`src/rtl/core_div_unit.sv`:
```
// ----------------------------------------------------------------------------
// core_div_unit
//
// Iterative RV32M divide/remainder unit that sits beside the EX-stage ALU.
// It accepts one DIV/DIVU/REM/REMU operation and runs a radix-2 restoring
// division, one quotient bit per cycle, over XLEN cycles. A final fix-up cycle
// applies the result signs. Divide-by-zero and signed overflow skip the
// iteration and complete in the cycle after accept.
//
// Ports
//   clk_i     in   1     clock, rising edge
//   rst_i     in   1     asynchronous active-high reset
//   start_i   in   1     EX holds a valid M-extension divide op
//   funct3_i  in   3     100 DIV, 101 DIVU, 110 REM, 111 REMU
//   rs1_i     in   XLEN  dividend (forwarded value)
//   rs2_i     in   XLEN  divisor (forwarded value)
//   rd_i      in   5     destination register
//   flush_i   in   1     branch/exception flush; aborts any operation
//   busy_o    out  1     stall request (combinational)
//   done_o    out  1     one-cycle pulse, result valid
//   result_o  out  XLEN  quotient or remainder, held until next completion
//   rd_o      out  5     destination of result_o, held with it
//
// Timing: accept in cycle 0, CALC in cycles 1..XLEN, FIX in XLEN+1, done_o in
// XLEN+2. Fast path: done_o in cycle 1. A new op may be accepted in the DONE
// cycle, so back-to-back operations have no idle bubble.
// ----------------------------------------------------------------------------
module core_div_unit #(
    parameter int XLEN = 32
) (
    input  logic            clk_i,
    input  logic            rst_i,
    input  logic            start_i,
    input  logic [2:0]      funct3_i,
    input  logic [XLEN-1:0] rs1_i,
    input  logic [XLEN-1:0] rs2_i,
    input  logic [4:0]      rd_i,
    input  logic            flush_i,
    output logic            busy_o,
    output logic            done_o,
    output logic [XLEN-1:0] result_o,
    output logic [4:0]      rd_o
);

    localparam int CW = $clog2(XLEN);

    typedef enum logic [1:0] {
        IDLE = 2'd0,
        CALC = 2'd1,
        FIX  = 2'd2,
        DONE = 2'd3
    } state_t;

    state_t state_q, state_d;

    // Latched operation context
    logic [CW-1:0]   count_q;
    logic [XLEN-1:0] rem_q;
    logic [XLEN-1:0] quot_q;
    logic [XLEN-1:0] divisor_q;
    logic            neg_q_q;
    logic            neg_r_q;
    logic            op_rem_q;
    logic [4:0]      rd_q;

    // ------------------------------------------------------------------
    // Accept-cycle decode
    // ------------------------------------------------------------------
    logic            accept;
    logic            is_signed;
    logic            rs1_neg;
    logic            rs2_neg;
    logic [XLEN-1:0] rs1_mag;
    logic [XLEN-1:0] rs2_mag;
    logic            div_by_zero;
    logic            overflow;
    logic            fast;
    logic [XLEN-1:0] fast_result;

    localparam logic [XLEN-1:0] MIN_NEG = {1'b1, {(XLEN-1){1'b0}}};

    // funct3[2] is set for every divide op; a malformed op is not accepted,
    // so it can never leave the unit stalling the pipeline.
    assign accept    = (state_q == IDLE || state_q == DONE) && start_i
                       && funct3_i[2] && !flush_i;
    assign is_signed = ~funct3_i[0];
    assign rs1_neg   = is_signed & rs1_i[XLEN-1];
    assign rs2_neg   = is_signed & rs2_i[XLEN-1];
    // |MIN_NEG| wraps to MIN_NEG, which is the correct unsigned magnitude.
    assign rs1_mag   = rs1_neg ? -rs1_i : rs1_i;
    assign rs2_mag   = rs2_neg ? -rs2_i : rs2_i;

    assign div_by_zero = (rs2_i == '0);
    assign overflow    = is_signed && (rs1_i == MIN_NEG) && (rs2_i == '1);
    assign fast        = div_by_zero || overflow;

    always_comb begin
        // NOTE: every signal written in always_comb gets a default first so
        // no path leaves it unassigned, which would otherwise infer a latch.
        fast_result = '0;
        if (funct3_i[1]) begin
            fast_result = div_by_zero ? rs1_i : '0;
        end else begin
            fast_result = div_by_zero ? '1 : MIN_NEG;
        end
    end

    // ------------------------------------------------------------------
    // One restoring-division step: shift {rem, quot} left, trial subtract.
    // The shifted remainder can need XLEN+1 bits, so the difference is one
    // bit wider and its MSB is the borrow (negative result).
    // ------------------------------------------------------------------
    logic [XLEN:0]   shifted;
    logic [XLEN:0]   diff;
    logic [XLEN-1:0] rem_next;
    logic [XLEN-1:0] quot_next;

    assign shifted   = {rem_q, quot_q[XLEN-1]};
    assign diff      = shifted - {1'b0, divisor_q};
    assign rem_next  = diff[XLEN] ? shifted[XLEN-1:0] : diff[XLEN-1:0];
    assign quot_next = {quot_q[XLEN-2:0], ~diff[XLEN]};

    // ------------------------------------------------------------------
    // Sign fix-up of the unsigned quotient and remainder
    // ------------------------------------------------------------------
    logic [XLEN-1:0] quot_fix;
    logic [XLEN-1:0] rem_fix;
    logic [XLEN-1:0] fix_result;

    assign quot_fix   = neg_q_q ? -quot_q : quot_q;
    assign rem_fix    = neg_r_q ? -rem_q  : rem_q;
    assign fix_result = op_rem_q ? rem_fix : quot_fix;

    // ------------------------------------------------------------------
    // Next-state logic
    // ------------------------------------------------------------------
    always_comb begin
        state_d = state_q;
        case (state_q)
            IDLE, DONE: begin
                state_d = IDLE;
                if (accept) begin
                    state_d = fast ? DONE : CALC;
                end
            end
            CALC: begin
                if (count_q == '0) begin
                    state_d = FIX;
                end
            end
            FIX: begin
                state_d = DONE;
            end
            default: begin
                state_d = IDLE;
            end
        endcase
        // A flush wins over everything, including the FIX->DONE transition.
        if (flush_i) begin
            state_d = IDLE;
        end
    end

    // Stall whenever an op is in flight or being accepted this cycle; the
    // accept term keeps the ID/EX register from advancing past the op.
    assign busy_o = ((state_q == CALC || state_q == FIX) && !flush_i) || accept;

    // ------------------------------------------------------------------
    // State register
    // ------------------------------------------------------------------
    always_ff @(posedge clk_i or posedge rst_i) begin
        // NOTE: sequential state uses non-blocking assignments so every
        // flop samples pre-edge values regardless of statement order.
        if (rst_i) begin
            state_q <= IDLE;
        end else begin
            state_q <= state_d;
        end
    end

    // ------------------------------------------------------------------
    // Datapath and registered outputs
    // ------------------------------------------------------------------
    always_ff @(posedge clk_i or posedge rst_i) begin
        // NOTE: the datapath registers are reset too, so the outputs and
        // internal values are defined from reset rather than left unknown.
        if (rst_i) begin
            count_q   <= '0;
            rem_q     <= '0;
            quot_q    <= '0;
            divisor_q <= '0;
            neg_q_q   <= 1'b0;
            neg_r_q   <= 1'b0;
            op_rem_q  <= 1'b0;
            rd_q      <= '0;
            done_o    <= 1'b0;
            result_o  <= '0;
            rd_o      <= '0;
        end else begin
            // done_o is high exactly in the cycle the FSM sits in DONE.
            done_o <= (state_d == DONE);

            if (accept) begin
                rd_q      <= rd_i;
                op_rem_q  <= funct3_i[1];
                neg_q_q   <= rs1_neg ^ rs2_neg;
                neg_r_q   <= rs1_neg;
                divisor_q <= rs2_mag;
                rem_q     <= '0;
                quot_q    <= rs1_mag;
                count_q   <= CW'(XLEN - 1);
                if (fast) begin
                    result_o <= fast_result;
                    rd_o     <= rd_i;
                end
            end else if (state_q == CALC && !flush_i) begin
                rem_q  <= rem_next;
                quot_q <= quot_next;
                if (count_q != '0) begin
                    count_q <= count_q - CW'(1);
                end
            end else if (state_q == FIX && !flush_i) begin
                result_o <= fix_result;
                rd_o     <= rd_q;
            end
        end
    end

endmodule

```
`config.mk`:
```
export PLATFORM = sky130hd
export DESIGN_NAME = core_div_unit
export DESIGN_NICKNAME = d
export VERILOG_FILES = /design/src/rtl/core_div_unit.sv
export SDC_FILE = /design/constraint.sdc
export NUM_CORES = 1
export LEC_CHECK = 0
export BUFFER_PORTS_ARGS = -buffer_cell sky130_fd_sc_hd__buf_2
export CAP_MARGIN = 20
export CORE_MARGIN = 1
export CORE_UTILIZATION = 50
export CTS_BUF_LIST = sky130_fd_sc_hd__clkbuf_8
export DETAILED_ROUTE_END_ITERATION = 6
export PLACE_DENSITY = 0.7
export SLEW_MARGIN = 20
export SYNTH_ARGS = -nofsm -noshare
export SYNTH_HDL_FRONTEND = slang
export SYNTH_SLANG_ARGS = --single-unit
```
`constraint.sdc`:
```
create_clock -name clk_i -period 5.48 [get_ports clk_i]
set_clock_uncertainty 0.1 [all_clocks]
set_input_delay 0.548 -clock clk_i [delete_from_list [all_inputs] [get_ports clk_i]]
set_output_delay 0.548 -clock clk_i [all_outputs]
set_load 0.05 [all_outputs]
```
==> results of run 1 <==
==> cell usage after synthesis, types with 4 or more instances <==
cell type / instances / area share
nor4_1: 7 / 0.0039
o21ai_0: 161 / 0.071
mux2i_1: 30 / 0.027
nor3_1: 22 / 0.0098
xnor2_1: 83 / 0.064
and2_1: 4 / 0.0022
or3_1: 13 / 0.0072
ha_1: 40 / 0.044
o22ai_1: 20 / 0.011
o211ai_1: 16 / 0.011
nor2_1: 98 / 0.033
nand2_1: 186 / 0.062
nor2b_1: 9 / 0.0050
a211oi_1: 6 / 0.0040
a222oi_1: 6 / 0.0053
o31ai_1: 23 / 0.015
xor2_1: 66 / 0.051
a22oi_1: 13 / 0.0087
o41ai_1: 14 / 0.011
mux2_1: 4 / 0.0040
a21o_1: 19 / 0.013
mux2_4: 4 / 0.0053
nand2b_1: 28 / 0.016
nand4_1: 18 / 0.010
dfrtp_1: 149 / 0.33
nand3_1: 15 / 0.0067
buf_1: 5 / 0.0017
o31a_1: 7 / 0.0054
or4_1: 8 / 0.0053
a31oi_1: 12 / 0.0067
and3_1: 6 / 0.0033
clkbuf_1: 64 / 0.021
buf_2: 8 / 0.0035
o21ai_1: 16 / 0.0071
a21oi_1: 96 / 0.043
inv_1: 57 / 0.019
o21a_1: 4 / 0.0027
==> registers in the layout (all words and copies together), names as in the netlist <==
register,flops
done_o,1
neg_r_q,1
op_rem_q,1
result_o,32
count_q,5
rem_q,32
quot_q,32
neg_q_q,1
state_q,2
divisor_q,32
rd_q,5
rd_o,5
==> layout make-up <==
cell class / count / area share
Timing Repair Buffer: 127 / 0.0539
Multi-Input combinational cell: 1108 / 0.568
Clock inverter: 14 / 0.0112
Inverter: 57 / 0.0177
Sequential cell: 149 / 0.301
Tap cell: 280 / 0.0283
Clock buffer: 18 / 0.0200
==> cells by family (layout without fill, tap and decap cells) <==
kind of cell | Yosys count | in the layout | share of synthesized area
AO/OA/AOI/OAI | 447 | 447 | 0.241
AND/OR/NAND/NOR | 433 | 433 | 0.181
XOR/XNOR | 149 | 149 | 0.116
flip-flops | 149 | 149 | 0.330
buffers and inverters | 139 | 216 | 0.0495
adder cells (fa/ha/maj) | 41 | 41 | 0.0461
multiplexers | 38 | 38 | 0.0359
==> power by group through the flow <==
stage | Clock [mW] | Sequential [mW] | Combinational (mW)
CTS | 0.874 | 1.75 | 3.63
detailed placement | 0 | 1.77 | 3.61
finish | 0.859 | 1.77 | 3.66
global route | 0.924 | 1.80 | 4.06
floorplan | 0 | 1.62 | 2.92
global placement | 0 | 1.77 | 3.57
==> worst max path at each step <==
stage / from / to / slack, ns / cells after the start
after global placement: rs2_i[26] / rd_o[2] / 1.36 / 11
after global routing: quot_q[31] / rem_q[20] / 1.11 / 13
after detailed placement: rs2_i[26] / rd_o[1] / 1.31 / 11
after CTS: quot_q[31] / rem_q[31] / 1.38 / 13
final: quot_q[31] / rem_q[15] / 1.36 / 13
after floorplan: rst_i / count_q[0] / 0.82 / 1
==> routing by layer <==
layer	vias up	routed length, µm	track usage
met5	-	0	0
met4	0	496	0.0729
met3	43	2010	0.0441
met2	382	15300	0.462
met1	5081	15100	0.406
li1	5090	-	-
==> impl_metrics.csv, run 1 <==
group,metric,value,unit
final_layout,utilization,0.564,
pwr,clkPwrFrac,0.137,
logic_synthesis,syn_area_per_cell,8.08,µm²
global_routing,grt-ovfl-total,0,
final_layout,nNetsFinal,1577,
setup_path,cp.required,5.73,ns
global_routing,grt_pass1_wl,53.4,mm
global_routing,grt_pass1_vias,9997,
timing,setup_viol,0,
pwr,p_sw,2.94,mW
pwr,power_switching_share,0.469,
clock_network,clk_latency,0.48,ns
pwr,p_total,6.28,mW
setup_path,criticalPathCategory,"register to register",
pwr,p_int,3.34,mW
floorplanning,pin_count,115,
setup_path,reg2reg_slack,1.36,ns
final_layout,regArea,3730,µm²
hold_path,holdCritPathClass,"primary input to async pin",
clock_network,cts_tree,"done",
timing,slew_violations,0,
global_routing,grt_max_degree,105,
setup_path,crit_arrival,4.36,ns
setup_path,crit_slowest_cell,"o311ai_4",
floorplanning,initial_core_util,0.514,
clock_network,cts_resized,0,
final_layout,drive_gt1_frac,0.122,
pwr,power_frac_seq,0.281,
place,dp_hpwl,24.0,mm
floorplanning,coreArea,22000,µm²
clock_network,clkTransAtPathRegs,0.08,ns
floorplanning,die_area,23200,µm²
final_layout,fill_cells,2113,
final_layout,instances_no_fill,1753,
timing,fin_setup_tns,0,ns
logic_synthesis,ys_dominant_reg_cell,"dfrtp_1",
pwr,power_frac_comb,0.582,
final_layout,final_cell_mix,"nand2_1 (185), o21ai_0 (161), dfrtp_1 (149), buf_2 (114), nor2_1 (98)",
routing,drtAntennaViolNets,0,
timing,rsz0062_at_grt,"no",
logic_synthesis,synthCells,1396,
setup_path,startpoint_type,"register",
setup_path,cp_slowest_stage_delay,0.53,ns
timing,hold_viol_final,0,
setup_path,worstPathMaxFanout,27,
routing,wirelength,32.9,mm
final_layout,mostFrequentLayoutCell,"nand2_1",
routing,vias_per_cell,6.04,
logic_synthesis,async_flop_share,1.00,
clock_network,cts_hold_buf,0,
place,numPlacedInstances,1721,
timing,fmax,243,MHz
logic_synthesis,syn_area,11300,µm²
setup_path,reg2reg_depth,13,
final_layout,area_growth,9.85,%
flow_run,maxCapViolCount,0,
clock_network,cts-root-buf,"clkbuf_8",
timing,setup_ws,1.36,ns
floorplanning,die_h,152,µm
floorplanning,fp-row-count,54,
routing,drc_errors,12,
timing,hold_ws,0.190,ns
final_layout,multi_input_area,7040,µm²
global_routing,antenna_found_initial,0,
place,dpl_cell_area,12000,µm²
logic_synthesis,ys_seq_elements,149,
timing,worst_slew_pin_slew,1.02,ns
routing,drt_pre_antenna_iters,7,
pwr,p_per_area,507,nW/µm²
clock_network,clock_sinks,149,
setup_path,cp_top_family,"compound AO/OA/AOI/OAI gates",
place,gp_congestion,0.939,
timing,slew_headroom,0.315,
setup_path,r2r-start,"quot_q[31]",
routing,vias,10596,
logic_synthesis,synth.distinct_cells,74,
place,place_ws,1.31,ns
timing,min_period,4.12,ns
outcome,violations,"design-rule violations",
setup_path,cp_num_buf_inv,2,
setup_path,critPathCaptureType,"register",
global_routing,grtUsageTotal,0.288,
final_layout,fin_area,12400,µm²
clock_network,numCtsBuffers,17,
place,portBuffers,114,
clock_network,htreeDepth,4,
final_layout,diodes,0,
clock_network,clk_path_buf_depth,2,
clock_network,cts_setup_buffers,0,
logic_synthesis,syn-num-nets,1513,
pwr,ir_worst_vdd,301,µV
floorplanning,die_w,152,µm
pwr,leakagePower,5.59,nW
logic_synthesis,synth_enable_flop_cells,0,
logic_synthesis,ys_seq_area_frac,0.330,
routing,drt_iter0_drc,920,
timing,post-route-period-util,0.751,
setup_path,crit_chain,"inv_1, ha_1, fa_1, nand2b_1, a21oi_1, o21ai_0, o22ai_1, a21oi_1, o31a_1, o311ai_4, buf_4, mux2i_1, o21ai_0",
routing,wl_per_cell,18.8,µm
logic_synthesis,ys_warn_count,0,
outcome,status,"finished with violations",
setup_path,reg2reg_to,"rem_q[15]",
(Power assumes the default switching activity.)
==> inputs of run 2 (changes only) <==
clock period = 4.23 ns   (was 5.48 ns; I/O delays follow)
==> impl_metrics.csv, run 2 (synthesized netlist as in run 1, its figures left out) <==
group,metric,value,unit
clock_network,numCtsBuffers,17,
floorplanning,die_h,152,µm
final_layout,multi_input_area,7030,µm²
timing,setup_viol,0,
final_layout,area_growth,11.4,%
routing,drt_iter0_drc,1062,
final_layout,diodes,0,
pwr,power_switching_share,0.460,
setup_path,critPathCaptureType,"register",
place,dp_hpwl,24.3,mm
timing,post-route-period-util,0.874,
global_routing,grtUsageTotal,0.288,
setup_path,criticalPathCategory,"register to register",
timing,worst_slew_pin_slew,0.964,ns
pwr,p_sw,3.86,mW
final_layout,drive_gt1_frac,0.130,
hold_path,holdCritPathClass,"primary input to register",
clock_network,clk_path_buf_depth,2,
timing,slew_headroom,0.357,
global_routing,antenna_found_initial,0,
place,gp_congestion,0.930,
final_layout,mostFrequentLayoutCell,"nand2_1",
setup_path,cp.required,4.48,ns
clock_network,cts_tree,"done",
global_routing,grt_max_degree,78,
timing,fin_setup_tns,0,ns
pwr,clkPwrFrac,0.141,
floorplanning,fp-row-count,54,
place,portBuffers,114,
final_layout,final_cell_mix,"nand2_1 (185), o21ai_0 (161), dfrtp_1 (149), buf_2 (114), nor2_1 (98)",
routing,drt_pre_antenna_iters,7,
outcome,status,"finished with violations",
timing,slew_violations,0,
setup_path,startpoint,"quot_q[31]",
setup_path,crit_arrival,3.95,ns
floorplanning,coreArea,22000,µm²
routing,wirelength,32.9,mm
pwr,ir_worst_vdd,410,µV
clock_network,cts-root-buf,"clkbuf_8",
pwr,p_total,8.38,mW
setup_path,reg2reg_to,"rem_q[31]",
routing,vias,10768,
floorplanning,die_w,152,µm
setup_path,reg2reg_slack,0.53,ns
pwr,leakagePower,5.70,nW
setup_path,r2r-start,"quot_q[31]",
pwr,power_frac_comb,0.596,
setup_path,cp-endpoint,"rem_q[31]",
pwr,p_per_area,667,nW/µm²
final_layout,regArea,3730,µm²
timing,fmax,270,MHz
routing,wl_per_cell,18.6,µm
setup_path,startpoint_type,"register",
floorplanning,pin_count,115,
global_routing,grt_pass1_vias,10022,
outcome,violations,"design-rule violations",
timing,hold_viol_final,0,
pwr,p_int,4.52,mW
global_routing,grt_pass1_wl,53.6,mm
final_layout,fill_cells,2052,
timing,min_period,3.70,ns
floorplanning,initial_core_util,0.514,
pwr,power_frac_seq,0.263,
routing,vias_per_cell,6.09,
timing,rsz0062_at_grt,"no",
routing,drtAntennaViolNets,0,
clock_network,clkTransAtPathRegs,0.08,ns
setup_path,worstPathMaxFanout,13,
global_routing,grt-ovfl-total,0,
routing,drc_errors,11,
clock_network,clock_sinks,149,
final_layout,nNetsFinal,1596,
setup_path,reg2reg_depth,12,
clock_network,clk_latency,0.47,ns
floorplanning,die_area,23200,µm²
clock_network,htreeDepth,4,
flow_run,maxCapViolCount,0,
[run 2: cell count changes in the layout (fill, tap and decap cells not counted), sizes merged]
cell and change:
buf +18, inv -2, bufinv +2, clkbuf -1, dlygate4sd3 +1, clkinvlp -2
[run 2: worst min-delay path by stage]
| stage | start | end | slack [ns] | cells after the start |
|---|---|---|---|---|
| floorplan | rd_q[0] | rd_q[0] | 0.33 | 2 |
| global placement | rd_q[4] | rd_q[4] | 0.35 | 2 |
| detailed placement | rd_q[0] | rd_q[0] | 0.35 | 2 |
| CTS | rd_i[0] | rd_q[0] | 0.04 | 3 |
| global route | rd_i[0] | rd_q[0] | 0.06 | 3 |
| finish | rd_i[1] | rd_q[1] | 0.07 | 3 |
[run 2: power groups by stage]
stage          Sequential (mW)  Combinational (mW)  Clock [mW]
2_1_floorplan             2.10                3.78           0
3_3_place_gp              2.20                4.78           0
3_5_place_dp              2.21                4.85           0
4_1_cts                   2.19                4.90        1.20
5_1_grt                   2.25                5.52        1.25
6_report                  2.21                4.99        1.18
[run 2: through the flow]
| step | cell area (µm²) | utilization | hold WS (ns) | instances | setup WS (ns) |
|---|---|---|---|---|---|
| 5_1_grt | 12600 | 0.572 | 0.0628 | 1769 | 0.224 |
| 4_1_cts | 12600 | 0.572 | 0.0424 | 1767 | 0.220 |
| 3_5_place_dp | 12100 | 0.553 | 0.353 | 1737 | 0.259 |
| 6_report | 12600 | 0.572 | 0.0690 | 1769 | 0.532 |
| 2_1_floorplan | 11300 | - | 0.334 | 1396 | 0.872 |
| 3_3_place_gp | 12100 | 0.553 | 0.347 | 1737 | 0.378 |
[run 2: area by class of cell]
| cell class | count | area share |
|---|---|---|
| Timing Repair Buffer | 146 | 0.0667 |
| Tap cell | 280 | 0.0279 |
| Clock inverter | 12 | 0.0131 |
| Inverter | 57 | 0.0173 |
| Sequential cell | 149 | 0.297 |
| Multi-Input combinational cell | 1108 | 0.560 |
| Clock buffer | 17 | 0.0186 |
[run 2: what timing repair did]
| item | CTS | global route |
|---|---|---|
| resized for setup | 0 | 0 |
| setup endpoints to repair | 0 | 22 |
| setup buffers | 0 | 2 |
| hold buffers | 1 | 0 |
| endpoints found under the hold margin | 27 | 0 |
[run 2: critical path: stages (launching register included)]
cell,delay [ns]
dfrtp_1,0.33
inv_1,0.09
ha_1,0.24
fa_1,0.38
nand2b_1,0.19
a21oi_1,0.22
o21ai_0,0.19
o22ai_1,0.30
a21oi_1,0.17
o311ai_0,0.56
o311ai_4,0.22
buf_4,0.26
a221o_1,0.34
[run 2: per-layer routing]
layer | GRT usage | share of wire
met1 | 0.412 | 0.45
met2 | 0.453 | 0.45
met3 | 0.0364 | 0.072
met4 | 0.0943 | 0.024
met5 | 0 | 0
==> inputs of run 3 (changes only) <==
clock period = 4.1 ns   (was 4.23 ns; I/O delays follow)
==> impl_metrics.csv, run 3 (synthesized netlist as in run 1, its figures left out) <==
group,metric,value,unit
floorplanning,die_h,152,µm
global_routing,antenna_found_initial,0,
timing,post-route-period-util,0.881,
outcome,violations,"design-rule violations",
routing,wl_per_cell,18.5,µm
clock_network,cts-root-buf,"clkbuf_8",
pwr,power_frac_seq,0.268,
timing,fin_setup_tns,0,ns
final_layout,final_cell_mix,"nand2_1 (185), o21ai_0 (161), dfrtp_1 (149), buf_2 (114), nor2_1 (98)",
floorplanning,initial_core_util,0.514,
place,dp_hpwl,24.1,mm
setup_path,critPathCaptureType,"register",
final_layout,diodes,0,
place,gp_congestion,0.912,
timing,fmax,277,MHz
place,portBuffers,114,
clock_network,clk_latency,0.47,ns
final_layout,utilization,0.571,
setup_path,crit_slowest_cell,"o311ai_0",
timing,rsz0062_at_grt,"no",
clock_network,clkTransAtPathRegs,0.08,ns
routing,vias,10659,
timing,slew_violations,0,
setup_path,crit_chain,"ha_1, fa_1, nand2b_1, a21oi_1, o21ai_0, o22ai_1, a21oi_1, o311ai_0, o311ai_4, buf_12, a221o_1",
final_layout,mostFrequentLayoutCell,"nand2_1",
global_routing,grt_max_degree,150,
pwr,leakagePower,5.66,nW
clock_network,numCtsBuffers,17,
floorplanning,die_area,23200,µm²
floorplanning,die_w,152,µm
place,dpl_cell_area,12200,µm²
timing,min_period,3.61,ns
pwr,p_sw,3.99,mW
final_layout,area_growth,11.0,%
global_routing,grt_pass1_wl,53.9,mm
setup_path,cp_top_family,"compound AO/OA/AOI/OAI gates",
final_layout,drive_gt1_frac,0.130,
flow_run,maxCapViolCount,0,
clock_network,clock_sinks,149,
routing,drt_pre_antenna_iters,7,
clock_network,cts_setup_buffers,0,
clock_network,cts_tree,"done",
setup_path,crit_top_cell,"a21oi_1",
floorplanning,fp-row-count,54,
pwr,p_per_area,681,nW/µm²
pwr,power_frac_comb,0.598,
routing,drtAntennaViolNets,0,
timing,setup_viol,0,
pwr,clkPwrFrac,0.133,
timing,worst_slew_pin_slew,0.970,ns
final_layout,nNetsFinal,1593,
setup_path,cp.required,4.35,ns
setup_path,worstPathMaxFanout,27,
final_layout,fin_area,12500,µm²
global_routing,grtUsageTotal,0.291,
setup_path,cp_num_buf_inv,1,
floorplanning,pin_count,115,
hold_path,holdCritPathClass,"primary input to register",
timing,hold_viol_final,0,
routing,vias_per_cell,6.03,
outcome,status,"finished with violations",
global_routing,grt_pass1_vias,10131,
timing,hold_ws,0.0594,ns
routing,drt_iter0_drc,1002,
setup_path,criticalPathCategory,"register to register",
clock_network,cts_resized,0,
pwr,p_int,4.55,mW
clock_network,cts_hold_buf,0,
setup_path,startpoint_type,"register",
clock_network,htreeDepth,4,
setup_path,crit_arrival,3.87,ns
global_routing,grt-ovfl-total,0,
pwr,power_switching_share,0.467,
clock_network,clk_path_buf_depth,2,
routing,wirelength,32.7,mm
pwr,ir_worst_vdd,491,µV
routing,drc_errors,13,
floorplanning,coreArea,22000,µm²
pwr,p_total,8.54,mW
timing,slew_headroom,0.351,
setup_path,cp_slowest_stage_delay,0.55,ns
run 3: worst register-to-register path, delay by kind of cell (launching register included):
family	cells	cell delay [ns]
flops	1	0.40
buf+inv	1	0.23
compound gates	7	2.00
fa+ha+maj	2	0.59
simple gates	1	0.19
run 3: path summary, 6_finish.rpt:
kind	from	endpoint	slack, ns	depth (start not counted)
worst min-delay path	rd_i[1]	rd_q[1]	0.06	3
worst max register to register	divisor_q[0]	rem_q[31]	0.49	11
worst min register to register	rd_q[4]	rd_q[4]	0.37	2
min in group asynchronous	rst_i	result_o[7]	0.08	3
worst max-delay path	divisor_q[0]	rem_q[31]	0.49	11
max in group asynchronous	rst_i	result_o[26]	3.19	3
run 3: area by class of cell:
class | instances | area [µm²]
Fill cell | 2074 | 9430
Inverter | 57 | 218
Sequential cell | 149 | 3730
Clock inverter | 14 | 140
Tap cell | 280 | 350
Multi-Input combinational cell | 1108 | 7030
Clock buffer | 17 | 234
Timing Repair Buffer | 143 | 826
run 3: power by group through the flow:
stage | Clock (mW) | Sequential [mW] | Combinational [mW]
after global routing | 1.21 | 2.34 | 5.69
after floorplan | 0 | 2.16 | 3.90
after CTS | 1.15 | 2.27 | 5.06
after detailed placement | 0 | 2.30 | 5.03
after global placement | 0 | 2.29 | 4.96
final | 1.14 | 2.29 | 5.11
run 3: through the flow:
stage / cells / worst slack, ns
2_1_floorplan: 1396 / 0.742
3_3_place_gp: 1737 / 0.570
3_5_place_dp: 1737 / 0.501
4_1_cts: 1768 / 0.502
5_1_grt: 1768 / 0.263
6_report: 1768 / 0.488
run 3: metal layers:
metal | track usage | wire, µm | vias up | share of wire
met4 | 0.0841 | 708 | 0 | 0.022
met1 | 0.414 | 14800 | 5049 | 0.45
li1 | - | - | 5120 | -
met5 | 0 | 0 | - | 0
met3 | 0.0523 | 2570 | 51 | 0.078
met2 | 0.451 | 14600 | 439 | 0.45
